--- src/rtl/seg_scan.sv ---
// ---------------------------------------------------------------------------
// seg_scan -- four-digit multiplexed seven-segment scanner.
//
// A prescaler divides the clock into digit slots of REFRESH_DIV cycles. Each
// slot opens with DEAD cycles of all anodes off (ghosting guard), then shows
// the selected nibble of a shadow register that is loaded on demand.
//
// Parameters
//   REFRESH_DIV  cycles per digit slot (>= 4)
//   DEAD         all-off cycles at the start of each slot (0 .. REFRESH_DIV-2)
//   BLINK_DIV    cycles per blink half-period (used with SEG_SCAN_BLINK_EN)
//
// Ports
//   clk          rising-edge clock
//   rst          synchronous, active-high reset
//   digits[15:0] four BCD nibbles, [3:0] is digit 0 (rightmost)
//   load         captures digits into the shadow register at the next edge
//   blank[3:0]   bit n suppresses digit n
//   blink_mask   bit n makes digit n blink (only with SEG_SCAN_BLINK_EN)
//   digit_val    nibble for the downstream decoder, 4'hF = blank
//   an[3:0]      active-low anode enables, bit n drives digit n
//   scan_tick    one-cycle pulse in the cycle after each digit advance
//
// Optional feature macro: SEG_SCAN_BLINK_EN adds the blink_mask port, a blink
// counter and a blink phase. Without it the display behaves as phase 0.
//
// Timing: digit_val/an are computed from the next-state prescaler, select and
// shadow values, so the registered outputs line up with the prescaler value
// they belong to. A load coinciding with an advance is therefore visible in
// the first visible cycle of the new digit, and with DEAD=0 the new digit
// appears in the cycle right after the advance.
// ---------------------------------------------------------------------------
module seg_scan #(
    parameter int REFRESH_DIV = 100000,
    parameter int DEAD        = 16,
    parameter int BLINK_DIV   = 50000000
) (
    input  logic        clk,
    input  logic        rst,
    input  logic [15:0] digits,
    input  logic        load,
    input  logic [3:0]  blank,
`ifdef SEG_SCAN_BLINK_EN
    input  logic [3:0]  blink_mask,
`endif
    output logic [3:0]  digit_val,
    output logic [3:0]  an,
    output logic        scan_tick
);

    localparam int            PW     = $clog2(REFRESH_DIV);
    localparam logic [PW-1:0] LAST   = PW'(REFRESH_DIV - 1);
    localparam logic [PW-1:0] DEAD_V = PW'(DEAD);

    logic [PW-1:0] presc_q, presc_d;
    logic [1:0]    sel_q, sel_d;
    logic [15:0]   shadow_q, shadow_d;
    logic [3:0]    an_q, an_d;
    logic [3:0]    dv_q, dv_d;
    logic          tick_q;
    logic          adv;
    logic          in_dead;
    logic          blink_hide;
    logic          hide;

    always_comb begin
        adv      = (presc_q == LAST);
        presc_d  = adv ? '0 : presc_q + 1'b1;
        sel_d    = adv ? sel_q + 2'd1 : sel_q;
        shadow_d = load ? digits : shadow_q;
    end

    // Dead-time test on the prescaler value the outputs will accompany.
    generate
        if (DEAD == 0) begin : g_no_dead
            assign in_dead = 1'b0;
        end else begin : g_dead
            assign in_dead = (presc_d < DEAD_V);
        end
    endgenerate

`ifdef SEG_SCAN_BLINK_EN
    localparam int            BW    = (BLINK_DIV > 1) ? $clog2(BLINK_DIV) : 1;
    localparam logic [BW-1:0] BLAST = BW'(BLINK_DIV - 1);

    logic [BW-1:0] blink_cnt_q, blink_cnt_d;
    logic          phase_q, phase_d;
    logic          blink_wrap;

    always_comb begin
        blink_wrap  = (blink_cnt_q == BLAST);
        blink_cnt_d = blink_wrap ? '0 : blink_cnt_q + 1'b1;
        phase_d     = phase_q ^ blink_wrap;
        blink_hide  = phase_d & blink_mask[sel_d];
    end

    always_ff @(posedge clk) begin
        if (rst) begin
            blink_cnt_q <= '0;
            phase_q     <= 1'b0;
        end else begin
            blink_cnt_q <= blink_cnt_d;
            phase_q     <= phase_d;
        end
    end
`else
    assign blink_hide = 1'b0;
`endif

    // At most one anode is ever driven low: either all off, or one-hot-low.
    always_comb begin
        hide = in_dead | blank[sel_d] | blink_hide;
        an_d = hide ? 4'hF : ~(4'b0001 << sel_d);
        dv_d = hide ? 4'hF : 4'(shadow_d >> {sel_d, 2'b00});
    end

    always_ff @(posedge clk) begin
        if (rst) begin
            presc_q  <= '0;
            sel_q    <= 2'd0;
            shadow_q <= 16'h0000;
            an_q     <= 4'hF;
            dv_q     <= 4'hF;
            tick_q   <= 1'b0;
        end else begin
            presc_q  <= presc_d;
            sel_q    <= sel_d;
            shadow_q <= shadow_d;
            an_q     <= an_d;
            dv_q     <= dv_d;
            tick_q   <= adv;
        end
    end

    assign an        = an_q;
    assign digit_val = dv_q;
    assign scan_tick = tick_q;

endmodule

--- config.mk ---
export PLATFORM = sky130hd
export DESIGN_NAME = seg_scan
export DESIGN_NICKNAME = d
export VERILOG_FILES = /design/src/rtl/seg_scan.sv
export SDC_FILE = /design/constraint.sdc
export NUM_CORES = 1
export LEC_CHECK = 0
export CORE_UTILIZATION = 58
export CTS_CLUSTER_SIZE = 28
export DETAILED_ROUTE_END_ITERATION = 8
export GPL_TIMING_DRIVEN = 0
export MAX_ROUTING_LAYER = met4
export PLACE_DENSITY = 0.95
export SYNTH_ARGS = -nofsm -noshare
export SYNTH_HDL_FRONTEND = slang
export SYNTH_SLANG_ARGS = --single-unit
--- constraint.sdc ---
create_clock -name clk -period 4.26 [get_ports clk]
set_clock_uncertainty 0.1 [all_clocks]
set_input_delay 0.852 -clock clk [delete_from_list [all_inputs] [get_ports clk]]
set_output_delay 0.852 -clock clk [all_outputs]
set_load 0.05 [all_outputs]
==> impl_metrics.ini <==
[timing]
min_period_ns = 3.47
slew_headroom_pct = 54.2
timing.fmax_mhz = 288
hold_ws_ns = 0.387
tightestPinTransition_ns = 0.687
finalHoldViolations = 0
maxSlewViolCount = 0
rsz0062_at_grt = no
setup_viol = 0
tns_ns = 0
finalCritPeriodShare_pct = 81.5

[cts]
h-tree-depth = 2
cts-buffers-inserted = 5
clock_sinks = 44
cts_tree = built
path_clk_slew_ns = 0.07
hold_buffers = 0
clk_latency_ns = 0.29
clockRootBuffer = clkbuf_8
clk_path_buf_depth = 2
post_cts_resized = 0
cts_setup_buffers = 0

[routing]
antenna_left = 0
drcViolationCount = 0
viasPerCell = 5.82
dr_wl_met2_mm = 2.40
wl_met3_um = 346
drtIter0Drc = 141
wl_mm = 5.04
first_pass_iters = 4
vias = 1997
wl_met1_mm = 2.19
wire_per_inst_um = 14.7
maxUsedRoutingLayer = met4

[global_route]
grt_pass1_vias = 1924
grt_usage_pct = 28.1
grt_first_pass_wirelength_mm = 8.70
grt_start_max_net_pins = 13
antenna_found_initial = 0
grt_overflow = 0

[layout]
antenna_cells = 0
fillCellCount = 298
area_delta_synth_final_pct = 19.4
final_area_sq_um = 2690
finalNetCount = 319
final_common_cell = dfxtp_1
drive_gt1_share_pct = 9.49
final_core_util_pct = 73.0
final_cell_mix = dfxtp_1, nor2_1, clkdlybuf4s50_1

[floorplan]
start_util_pct = 61.1
die_w_um = 64.3
die_h_um = 64.3
core_sq_um = 3690
die-area_sq_um = 4140
fp-row-count = 22
ios = 32

[synthesis]
ys_types = 40
synth_top_family_by_area = simple AND/OR/NAND/NOR gates
synth_fa_ha_area_share_pct = 0.555
synth-xor-area-share_pct = 6.61
syn-cell-area_sq_um = 2250
syn_inst = 258
yosys-mux-area-fraction_pct = 13.2
syn_avg_cell_area_sq_um = 8.73
synth-compound-area-share_pct = 10.6
yosysTopAreaCell = dfxtp_1
synth-simple-area-share_pct = 24.3
ys_seq_elements = 44
ys_seq_area_share_pct = 39.1
syn_nets = 282
ys_top_cells_by_area = dfxtp_1, nor2_1, mux2i_1
yosysWarnings = 0
yosysTopAreaCellShare_pct = 39.1

[pwr]
power_leakage_nw = 1.02
vdd.ir_drop.worst_v = 0.000227
powerDensity_nw_per_um2 = 278
power_uw = 749

[setup_path]
reg2reg_depth = 8
path_max_fanout = 10
r2r_start = presc_q[7]$_SDFF_PP0_
crit_start = load
rr_endpoint = an[0]$_SDFF_PP1_
crit_arrival_ns = 3.52
worstSetupPathType = in -> reg
startpoint_type = input port
endpoint_kind = flop
crit_path_end = digit_val[3]$_SDFF_PP1_
cp.required_ns = 4.31
r2r_slack_ns = 1.43

[job]
drv_cap = 0

[min_path]
hold_path.class = reg -> reg

[run_status]
status = complete, no violations

[placed_design]
place.detailed.hpwl_mm = 3.64
placed_area_sq_um = 2610
portBuffers = 30
place_congestion = 0.988
## registers in the layout, indices dropped and copies added, names as in the netlist
signal     cells
scan_tick      1
digit_val      4
presc_q       17
shadow_q      16
sel_q          2
an             4
## per-stage QoR
| step | cells | setup slack [ns] |
|---|---|---|
| after floorplan | 258 | 1.49 |
| after global placement | 336 | 0.609 |
| after detailed placement | 336 | 0.542 |
| after CTS | 343 | 0.837 |
| after global routing | 343 | 0.571 |
| final | 343 | 0.787 |
## layout make-up
type	instances	area [sq um]	share of cell area (%)
well taps	48	60.1	2.23
multi-input cells	186	1250	46.3
inverters	11	41.3	1.53
clock buffers	6	72.6	2.70
plain buffers	17	85.1	3.16
repair buffers	30	300	11.2
clock inverters	1	5.00	0.186
flip-flops and latches	44	881	32.7
## worst max-delay path: stages
cell	delay, ns
clkdlybuf4s50_1	0.49
buf_1	0.54
buf_1	0.60
mux2i_1	0.32
inv_1	0.10
o221ai_1	0.23
o31ai_1	0.12
a21oi_1	0.17
o21ai_0	0.11
## cells in the mapped netlist (all sizes together)
master and number:
xnor2 11, or3 3, nor3 18, nand3 11, mux4 4, or4b 2
dfxtp 44, ha 1, nand4b 1, and2 7, nand4 6, nor2 43
mux2 6, and3 3, o22ai 1, clkinv 1, clkbuf 8, buf 9
a31oi 2, o21bai 1, a2bb2oi 1, o221ai 4, o22a 1, nand2b 1
a21oi 6, xor2 6, o41ai 1, inv 10, o31ai 6, nor4 5
or4 1, nor2b 1, o2111ai 1, o21ai 12, nand2 6, mux2i 14
## power by group
part	internal, mW	switching (mW)	total [mW]
sequential	0.422	0.00541	0.428
combinational	0.0423	0.0357	0.0780
clock	0.112	0.132	0.243
## per-layer routing
layer / vias up / GRT usage [%]
met3: 12 / 4.11
met4: 0 / 11.9
li1: 979 / -
met1: 913 / 35.3
met5: - / -
met2: 93 / 45.0
## logic make-up (layout without fill, tap and decap cells)
group,Yosys count,in the layout
adder cells (fa/ha/maj),1,1
XOR/XNOR,17,17
flip-flops,44,44
AND/OR/NAND/NOR,108,108
AO/OA/AOI/OAI,36,36
buffers and inverters,28,65
multiplexers,24,24
## how the worst min path moves through the flow
stage	from	end	slack, ns	cells past startpoint
3_3_place_gp	presc_q[0]$_SDFF_PP0_	presc_q[0]$_SDFF_PP0_	0.36	1
6_report	presc_q[0]$_SDFF_PP0_	presc_q[0]$_SDFF_PP0_	0.39	1
3_5_place_dp	presc_q[0]$_SDFF_PP0_	presc_q[0]$_SDFF_PP0_	0.36	1
2_1_floorplan	presc_q[0]$_SDFF_PP0_	presc_q[0]$_SDFF_PP0_	0.34	1
4_1_cts	presc_q[0]$_SDFF_PP0_	presc_q[0]$_SDFF_PP0_	0.39	1
5_1_grt	presc_q[0]$_SDFF_PP0_	presc_q[0]$_SDFF_PP0_	0.41	1
Note: power is estimated with default switching activity, not from simulation.
